File: src/rtl/reward_tx_framer.sv
// Queues reward packets, waits out a CSMA DIFS plus random backoff, then streams each packet as a fixed frame.
// Define REWARD_TX_CRC_EN to append a CRC-16/CCITT word (9-word frame instead of 8).
module reward_tx_framer #(
  parameter int WORD_WIDTH  = 16,
  parameter int QDEPTH      = 2,
  parameter int DIFS_CYCLES = 8,
  parameter int BO_BITS     = 4
) (
  input  logic                      clk,
  input  logic                      nrst,
  input  logic                      en,
  input  logic                      reward_done,
  input  logic [2:0]                rPacketType,
  input  logic [WORD_WIDTH-1:0]     rDestinationID,
  input  logic [WORD_WIDTH-1:0]     rSourceID,
  input  logic [WORD_WIDTH-1:0]     rSourceHops,
  input  logic [WORD_WIDTH-1:0]     rEnergyLeft,
  input  logic [WORD_WIDTH-1:0]     rQValue,
  input  logic [WORD_WIDTH-1:0]     rChosenCH,
  input  logic [WORD_WIDTH-1:0]     rHopsFromCH,
  input  logic [WORD_WIDTH-1:0]     myNodeID,
  input  logic                      channel_busy,
  input  logic                      tx_ready,
  output logic [WORD_WIDTH-1:0]     tx_data,
  output logic                      tx_valid,
  output logic                      tx_last,
  output logic                      tx_busy,
  output logic [$clog2(QDEPTH):0]   q_count,
  output logic                      drop_pulse,
  output logic [7:0]                drop_count
);

  localparam int AW = $clog2(QDEPTH);
  localparam int CW = AW + 1;
  localparam int DW = $clog2(DIFS_CYCLES) + 1;
  localparam int BW = BO_BITS + 1;
`ifdef REWARD_TX_CRC_EN
  localparam int NWORDS = 9;
`else
  localparam int NWORDS = 8;
`endif
  localparam logic [3:0]    LAST_IDX  = 4'(NWORDS - 1);
  localparam logic [4:0]    FRAME_LEN = 5'(NWORDS);
  localparam logic [DW-1:0] DIFS_LAST = DW'(DIFS_CYCLES - 1);
  localparam logic [BW-1:0] BO_ONE    = BW'(1);
  localparam logic [CW-1:0] Q_FULL    = CW'(QDEPTH);

  typedef enum logic [1:0] {IDLE, SENSE, BACKOFF, SEND} state_t;

  function automatic logic [7:0] sat_inc8(input logic [7:0] v);
    return (v == 8'hFF) ? v : v + 8'd1;
  endfunction

  state_t                  state, state_nx;
  logic                    done_q;
  logic [15:0]             lfsr;
  logic [AW-1:0]           wr_ptr, rd_ptr;
  logic [CW-1:0]           count;
  logic [2:0]              mem_type [QDEPTH];
  logic [7*WORD_WIDTH-1:0] mem_body [QDEPTH];
  logic [2:0]              head_type;
  logic [7*WORD_WIDTH-1:0] head_body;
  logic [DW-1:0]           idle_cnt, idle_nx, busy_cnt, busy_nx;
  logic [BW-1:0]           bo_cnt, bo_nx, bo_seed;
  logic                    bo_held, held_nx;
  logic [3:0]              widx, widx_nx;
  logic                    cap, full, hs, last_word, pop, push, drop;
  logic                    unused_id;

  assign head_type = mem_type[rd_ptr];
  assign head_body = mem_body[rd_ptr];
  assign full      = (count == Q_FULL);
  assign cap       = en && reward_done && !done_q &&
                     (rPacketType != 3'b001) && (rPacketType != 3'b111);
  assign hs        = tx_valid && tx_ready;
  assign last_word = (widx == LAST_IDX);
  assign pop       = hs && last_word;
  // A full queue still accepts a capture when the head is leaving in the same cycle.
  assign push      = cap && (!full || pop);
  assign drop      = cap && full && !pop;
  assign bo_seed   = {1'b0, lfsr[BO_BITS-1:0] ^ myNodeID[BO_BITS-1:0]} + BO_ONE;
  assign unused_id = ^myNodeID[WORD_WIDTH-1:BO_BITS];

  always_ff @(posedge clk or negedge nrst) begin
    if (!nrst) begin
      done_q     <= 1'b0;
      lfsr       <= 16'hACE1;
      wr_ptr     <= '0;
      rd_ptr     <= '0;
      count      <= '0;
      drop_pulse <= 1'b0;
      drop_count <= 8'd0;
    end else begin
      done_q     <= reward_done;
      lfsr       <= {lfsr[14:0], lfsr[15] ^ lfsr[13] ^ lfsr[12] ^ lfsr[10]};
      if (push) wr_ptr <= wr_ptr + AW'(1);
      if (pop)  rd_ptr <= rd_ptr + AW'(1);
      count      <= count + CW'(push) - CW'(pop);
      drop_pulse <= drop;
      if (drop) drop_count <= sat_inc8(drop_count);
    end
  end

  always_ff @(posedge clk) begin
    if (push) begin
      mem_type[wr_ptr] <= rPacketType;
      mem_body[wr_ptr] <= {rHopsFromCH, rChosenCH, rQValue, rEnergyLeft,
                           rSourceHops, rSourceID, rDestinationID};
    end
  end

  always_ff @(posedge clk or negedge nrst) begin
    if (!nrst) begin
      state    <= IDLE;
      idle_cnt <= '0;
      busy_cnt <= '0;
      bo_cnt   <= '0;
      bo_held  <= 1'b0;
      widx     <= '0;
    end else begin
      state    <= state_nx;
      idle_cnt <= idle_nx;
      busy_cnt <= busy_nx;
      bo_cnt   <= bo_nx;
      bo_held  <= held_nx;
      widx     <= widx_nx;
    end
  end

  always_comb begin
    state_nx = state;
    idle_nx  = idle_cnt;
    busy_nx  = busy_cnt;
    bo_nx    = bo_cnt;
    held_nx  = bo_held;
    widx_nx  = widx;
    case (state)
      IDLE: begin
        idle_nx = '0;
        busy_nx = '0;
        held_nx = 1'b0;
        widx_nx = '0;
        if (count != '0) state_nx = SENSE;
      end
      SENSE: begin
        if (channel_busy) begin
          idle_nx = '0;
        end else if (idle_cnt == DIFS_LAST) begin
          idle_nx  = '0;
          busy_nx  = '0;
          state_nx = BACKOFF;
          // A backoff interrupted by a long busy period resumes where it stopped.
          if (!bo_held) bo_nx = bo_seed;
        end else begin
          idle_nx = idle_cnt + 1'b1;
        end
      end
      BACKOFF: begin
        if (channel_busy) begin
          if (busy_cnt == DIFS_LAST) begin
            busy_nx  = '0;
            idle_nx  = '0;
            held_nx  = 1'b1;
            state_nx = SENSE;
          end else begin
            busy_nx = busy_cnt + 1'b1;
          end
        end else begin
          busy_nx = '0;
          if (bo_cnt <= BO_ONE) begin
            bo_nx    = '0;
            widx_nx  = '0;
            state_nx = SEND;
          end else begin
            bo_nx = bo_cnt - BO_ONE;
          end
        end
      end
      SEND: begin
        if (hs) begin
          if (last_word) state_nx = IDLE;
          else           widx_nx  = widx + 1'b1;
        end
      end
      default: state_nx = IDLE;
    endcase
  end

`ifdef REWARD_TX_CRC_EN
  logic [15:0] crc;

  function automatic logic [15:0] crc16_word(input logic [15:0] c_in, input logic [15:0] d);
    logic [15:0] c;
    c = c_in;
    for (int b = 15; b >= 0; b--) begin
      if (c[15] ^ d[b]) c = {c[14:0], 1'b0} ^ 16'h1021;
      else              c = {c[14:0], 1'b0};
    end
    return c;
  endfunction

  always_ff @(posedge clk or negedge nrst) begin
    if (!nrst)                  crc <= 16'hFFFF;
    else if (state == IDLE)     crc <= 16'hFFFF;
    else if (hs && !last_word)  crc <= crc16_word(crc, tx_data[15:0]);
  end
`endif

  always_comb begin
    tx_data = '0;
    if (state == SEND) begin
      case (widx)
        4'd0: tx_data = WORD_WIDTH'({head_type, FRAME_LEN, 8'hA5});
        4'd1: tx_data = head_body[0*WORD_WIDTH +: WORD_WIDTH];
        4'd2: tx_data = head_body[1*WORD_WIDTH +: WORD_WIDTH];
        4'd3: tx_data = head_body[2*WORD_WIDTH +: WORD_WIDTH];
        4'd4: tx_data = head_body[3*WORD_WIDTH +: WORD_WIDTH];
        4'd5: tx_data = head_body[4*WORD_WIDTH +: WORD_WIDTH];
        4'd6: tx_data = head_body[5*WORD_WIDTH +: WORD_WIDTH];
        4'd7: tx_data = head_body[6*WORD_WIDTH +: WORD_WIDTH];
`ifdef REWARD_TX_CRC_EN
        4'd8: tx_data = WORD_WIDTH'(crc);
`endif
        default: tx_data = '0;
      endcase
    end
  end

  assign tx_valid = (state == SEND);
  assign tx_last  = tx_valid && last_word;
  assign tx_busy  = (state != IDLE);
  assign q_count  = count;

endmodule
File: config.mk
export PLATFORM = sky130hd
export DESIGN_NAME = reward_tx_framer
export DESIGN_NICKNAME = d
export VERILOG_FILES = /design/src/rtl/reward_tx_framer.sv
export SDC_FILE = /design/constraint.sdc
export NUM_CORES = 1
export LEC_CHECK = 0
export CELL_PAD_IN_SITES_DETAIL_PLACEMENT = 2
export CELL_PAD_IN_SITES_GLOBAL_PLACEMENT = 2
export CORE_UTILIZATION = 39
export DETAILED_ROUTE_END_ITERATION = 8
export PLACE_DENSITY = 0.78
export SLEW_MARGIN = 20
export SYNTH_ARGS = -nofsm -noshare
export SYNTH_HDL_FRONTEND = slang
export SYNTH_SLANG_ARGS = --single-unit
File: constraint.sdc
create_clock -name clk -period 7.8 [get_ports clk]
set_input_delay 1.56 -clock clk [delete_from_list [all_inputs] [get_ports clk]]
set_output_delay 1.56 -clock clk [all_outputs]
set_load 0.03 [all_outputs]
* Yosys cells after proc, flatten, opt, wreduce, memory -nomap -nowiden
Memory sizes are Yosys's and may differ from the RTL's.
Index checks and enable logic that the tools add are counted.
** Storage, ports and cells
- Register bits :: 50
- Bits in writable memories :: 230
- Memories kept :: 2
- Bits of input ports :: 137
- Output and inout bits :: 30
** Memory list
- mem_body :: depth 2, width 112, read ports 1, clocked after Yosys merged registers in 0, wr ports 1, line 60 : logic [7*WORD_WIDTH-1:0] mem_body [QDEPTH];
- mem_type :: depth 2, width 3, read ports 1, clocked after Yosys merged registers in 0, wr ports 1, line 59 : logic [2:0] mem_type [QDEPTH];
** Cells by class
- Multiplexer cells :: 37
- $lt $le $gt $ge :: 1
- Add/sub/neg operators :: 10
- Reduce and logical (&&, ||, !) cells :: 29
- Bitwise operators :: 5
- Equal/unequal tests :: 29
** Operator list (count)
- case mux 16 bit (8 select lines) :: 1
- two-way mux 4 bit :: 12
- case mux 4 bit (3 select lines) :: 3
- two-way mux 5 bit :: 5
- == test 4 x 3 -> 1 bit (second input constant) :: 6
- != test 2 bit (second input constant) :: 9
- two-way mux 16 bit :: 1
- two-way mux 2 bit :: 8
- adder 4 x 1 -> 4 bit (second input constant) :: 3
- logical AND 1 bit :: 10
- case mux 5 bit (2 select lines) :: 1
- AND reduction 5 bit :: 2
- != test 3 bit (second input constant) :: 3
- AND reduction 3 bit :: 3
- adder 8 x 1 -> 8 bit (second input constant) :: 1
- == test 4 x 2 -> 1 bit (second input constant) :: 2
- == test 8 bit (second input constant) :: 1
- case mux 2 bit (4 select lines) :: 1
- nonzero test 2 bit :: 4
- AND reduction 7 bit :: 1
- == test 2 bit (second input constant) :: 3
- nonzero test 3 bit :: 2
- adder 4 x 1 -> 5 bit (second input constant) :: 1
- less-or-equal comparator 5 x 1 -> 1 bit (second input constant) :: 1
- 18 further kinds :: 27

* Logic depth before layout (Yosys ltp)
- Depth in word-level cells :: 7
- Depth in mapped cells :: 9
- Gate-level depth less buffers :: 9

* Worst setup path after synthesis
No wires, ideal clock.
- Kind :: in2reg
- Start :: input tx_ready
- End :: memory mem_body[0][0] (netlist name) (enable)
- Path slack :: 0.120 ns
- Cell stages on the path :: 4
- Arrival :: 7.089 ns
- Data required time :: 7.209 ns
- Library setup time :: 0.591 ns
- Cell sequence :: nand3_1 > o31ai_2 > nand2b_1 > nor2_1
** Between the ends
- Longest elaborated chain between the ends :: 6
** Ends and longest elaborated chain
- from (decl) :: line 23 : input logic tx_ready,
- logical AND 1 bit :: line 75 : assign hs = tx_valid && tx_ready;
- logical AND 1 bit :: line 77 : assign pop = hs && last_word;
- logical OR 1 bit :: line 79 : assign push = cap && (!full || pop);
- logical AND 1 bit :: line 79
- two-way mux 1 bit :: line 105 : if (push) begin
- two-way mux 1 bit (implied by the code) :: line 107 : mem_body[wr_ptr] <= {rHopsFromCH, rChosenCH, rQValue, rEnergyLeft,
- to (decl) :: line 60
Every way passes these cells.

* Worst setup path after layout
- Start :: register widx[0]
- End :: output tx_data[8]
** Between the ends
- Longest elaborated chain between the ends :: 3
- Elaborated cells on any way between the ends :: 10
** Ends and longest elaborated chain
- from (decl) :: line 66 : logic [3:0] widx, widx_nx;
- from (signal assigned) :: line 126 : widx <= widx_nx;
- == test 4 x 3 -> 1 bit, or another cell as far along :: line 212 : case (widx)
- case mux 16 bit (8 select lines) (*) :: line 212
- two-way mux 16 bit (*) :: line 211 : if (state == SEND) begin
- to (decl) :: line 24 : output logic [WORD_WIDTH-1:0] tx_data,
Every way passes the cells marked *; elsewhere a longest branch is shown, timed or not.

==> metrics.txt <==
critical path's top delay family=compound AO/OA/AOI/OAI gates; Crit path buffers/inverters=2; CTS tree=built; Crit path arrival time=roughly 3.8 ns; Tcrit/Tclk final=68.2%; slowest stage delay, CP=around 0.76 ns; layout cells sized above 1=under 10%; Clock Skew=0.0108 ns; hold_buf cts=0; routed len/inst=25.9 um; largest net degree at the start of global routing=66; Max VDD drop=between 150 and 200 uV; Root Driver=clkbuf_16; Die Y-Extent=172 um; Max FO, Critical Path=22; I/O Pins=167; Num CTS Buffers=30; Hold Path Cell Cnt=0; DRT Pass-1 Iters=5; H-tree levels=1; FF-to-FF End=mem_body[0][27]$_DFFE_PP_; Mapped Area=between 0.01 and 0.015 mm^2; GPL Wtd Cong=between 0.7 and 0.8; syn nets=~830; Clk Latency, worst-skew pair=0.55 ns; CP startpoint kind=flop; area of the core=between 0.02 and 0.03 mm^2; max cap viols=0; sequential area share after synthesis=approximately 73%; cells along the critical path=inv_1 > ha_1 > and3b_1 > a22oi_1 > a21oi_1 > o41a_1 > clkdlybuf4s50_1; antenna violations before repair=6; Synth warnings=0; clock slew at reported path FFs=about 0.060 ns; # resized after CTS=0; Slew Limit Headroom=31.5%; CP endpoint kind=output pin; die area=~0.03 mm^2; Post-synth EDFFs=230; worst r2r path cells=5; Finished Core Util=between 50% and 60%; Antenna Nets Post-Route=0; gr usage total=22.2%; gr ovfl total=0; routed vias/inst=5.53; hold path startpoint=lfsr[6]$_DFF_PN1_; Cells after Synth=685; number of distinct library cells after synthesis=66; # rows=between 60 and 70; WL final=around 32,000 um; Syn Area/Cell=~16 um^2; setup total negative slack=0 ns; RR Startpoint=state[0]$_DFFE_PN0P_; fillers=roughly 2,600; Hold Crit Endpoint=lfsr[7]$_DFF_PN1_; LEAKAGE=4.64 nW; Slowest-stage cell, CP=and3b_1; Hold WC Path Type=reg -> reg; Final Max Tran Viols=0; number of global-route vias before repair=around 7,900; Sink Count=between 200 and 300; area grow syn2layout=25.5%; synthesis-stage register bit count=280; Worst EP required=between 6 and 7 ns; Hold Fails Final Rpt=0; I/O Buffers=roughly 150; DRC=0; Setup Fix Bufs, Post-CTS=0; initial drt markers=roughly 420; Power Density=roughly 260 mW/mm^2; Die X=about 170 um; type of the worst setup path=reg -> out; status=completed; fin crit period=between 5 and 6 ns; Clock Path Buffers=3; worst reg2reg setup slack=~4.2 ns; final-report setup violation count=0; initial core utilization=around two fifths; Post-synth top flop=edfxtp_1; CP startpoint=widx[0]$_DFFE_PN0P_; Max Fclk=around 0.19 GHz; Final Net Count=roughly 1,000; ys async rst share=17.9%; Slew @ Worst Pin=about 1.0 ns; via count=6,940; unrepaired setup endpoints after global routing=false; first-pass GRT wire length=between 40,000 and 50,000 um; dpl hpwl=roughly 22,000 um
[state kept, by name (all words and copies together), names as in the netlist]
name	count
mem_body	224
lfsr	16
drop_count	8
mem_type	6
bo_cnt	5
busy_cnt	4
idle_cnt	4
widx	4
q_count	2
state	2
bo_held	1
done_q	1
drop_pulse	1
rd_ptr	1
wr_ptr	1
[worst reg2reg max path, cell delays in order, from the launching register on]
cell      delay (ns)
dfrtp_1         0.71
nand2_1         0.39
o31ai_2         0.72
nand2b_1        0.40
nor2_4          0.19
buf_4           0.75
[Yosys cell counts (all sizes together) (5+ instances only)]
| cell | count | area (um^2) |
|---|---|---|
| edfxtp | 230 | 6910 |
| mux2i | 92 | 921 |
| dfrtp | 42 | 1050 |
| o22ai | 36 | 225 |
| buf | 20 | 100 |
| a21oi | 19 | 95.1 |
| nor2 | 16 | 60.1 |
| o21ai | 16 | 80.1 |
| nand2 | 15 | 56.3 |
| a221oi | 13 | 114 |
| a22oi | 13 | 97.6 |
| inv | 13 | 48.8 |
| o41a | 13 | 146 |
| ha | 12 | 150 |
| xor2 | 12 | 105 |
| clkbuf | 11 | 42.5 |
| dfstp | 8 | 210 |
| nand3 | 8 | 40.0 |
| xnor2 | 8 | 70.1 |
| nand3b | 6 | 48.8 |
| nor3 | 5 | 25.0 |
| nor4 | 5 | 31.3 |
[how the worst max path moves through the flow]
stage | to | slack, ns | cells after the start
6_report | tx_data[8] | 2.48 | 7
3_5_place_dp | mem_body[0][53]$_DFFE_PP_ | 3.09 | 6
5_1_grt | tx_data[12] | 2.35 | 7
3_3_place_gp | tx_data[12] | 3.25 | 7
4_1_cts | tx_data[9] | 2.46 | 7
2_1_floorplan | mem_body[0][0]$_DFFE_PP_ | 0.12 | 4
[final cells by class]
| class | instances | area [um^2] | share of cell area, % |
|---|---|---|---|
| sequential | 280 | 8170 | 57.9 |
| multi-input combinational | 361 | 2890 | 20.5 |
| timing repair buffer | 160 | 1580 | 11.2 |
| clock buffer | 42 | 816 | 5.78 |
| tap | 378 | 473 | 3.35 |
| clock inverter | 14 | 103 | 0.727 |
| inverter | 13 | 48.8 | 0.346 |
| antenna | 6 | 15.0 | 0.106 |
[power by group]
part	internal, mW	switching, mW	leakage (nW)	total [mW]
clock	0.760	0.575	0.450	1.33
combinational	0.217	0.355	1.48	0.572
sequential	1.72	0.0748	2.71	1.80
total	2.70	1.00	4.64	3.71
[metal layers]
layer / GRT usage [%] / share of wire [%]
met5: 0 / 0.037
met4: 6.83 / 2.6
met3: 3.68 / 4.4
met2: 38.9 / 51
met1: 27.9 / 42
[placed cells by master (no fill, tap or decap), types with 3 or more instances in the layout]
cell / synthesis / layout
edfxtp_1: 230 / 230
clkdlybuf4s50_1: 0 / 153
mux2i_1: 92 / 92
dfrtp_1: 42 / 41
o22ai_1: 36 / 36
clkbuf_16: 0 / 30
a21oi_1: 19 / 19
o21ai_0: 16 / 16
nand2_1: 15 / 15
inv_1: 13 / 13
nor2_1: 16 / 13
a22oi_1: 13 / 13
a221oi_1: 13 / 13
o41a_1: 13 / 13
xor2_1: 12 / 12
ha_1: 12 / 12
clkbuf_1: 10 / 10
xnor2_1: 8 / 8
nand3_1: 8 / 8
dfstp_2: 8 / 8
buf_4: 0 / 7
diode_2: 0 / 6
clkinv_1: 0 / 6
nor3_1: 5 / 5
nand3b_1: 5 / 5
nor4_1: 5 / 5
clkinv_2: 0 / 5
o31a_1: 4 / 4
a31oi_1: 4 / 4
nor2b_1: 3 / 3
o22a_1: 3 / 3
o221ai_1: 3 / 3
and3b_1: 3 / 3
nor3b_1: 3 / 3
mux2_2: 3 / 3
nand4_1: 3 / 3
[stage by stage]
stage | instance area (um^2) | setup slack, ns | instances | power [mW] | hold slack [ns]
floorplan | 11200 | 0.120 | 685 | 2.11 | 0.331
global placement | 13200 | 3.25 | 1192 | 2.34 | 0.337
detailed placement | 13200 | 3.09 | 1192 | 2.40 | 0.350
CTS | 14100 | 2.46 | 1248 | 3.74 | 0.360
global route | 14100 | 2.35 | 1253 | 3.83 | 0.365
finish | 14100 | 2.48 | 1254 | 3.71 | 0.359
[logic make-up (layout without fill, tap and decap cells)]
family	Yosys count	in the layout	share of synthesized area, %
DFF	280	280	72.7
AOI/OAI and AO/OA	147	147	9.59
muxes	96	96	8.63
and+or+nand+nor	86	86	4.48
buffers and inverters	44	229	1.70
xor gates and xnor gates	20	20	1.56
adders and majority gates	12	12	1.34
other	0	6	0
Note: power is estimated with default switching activity, not from simulation.
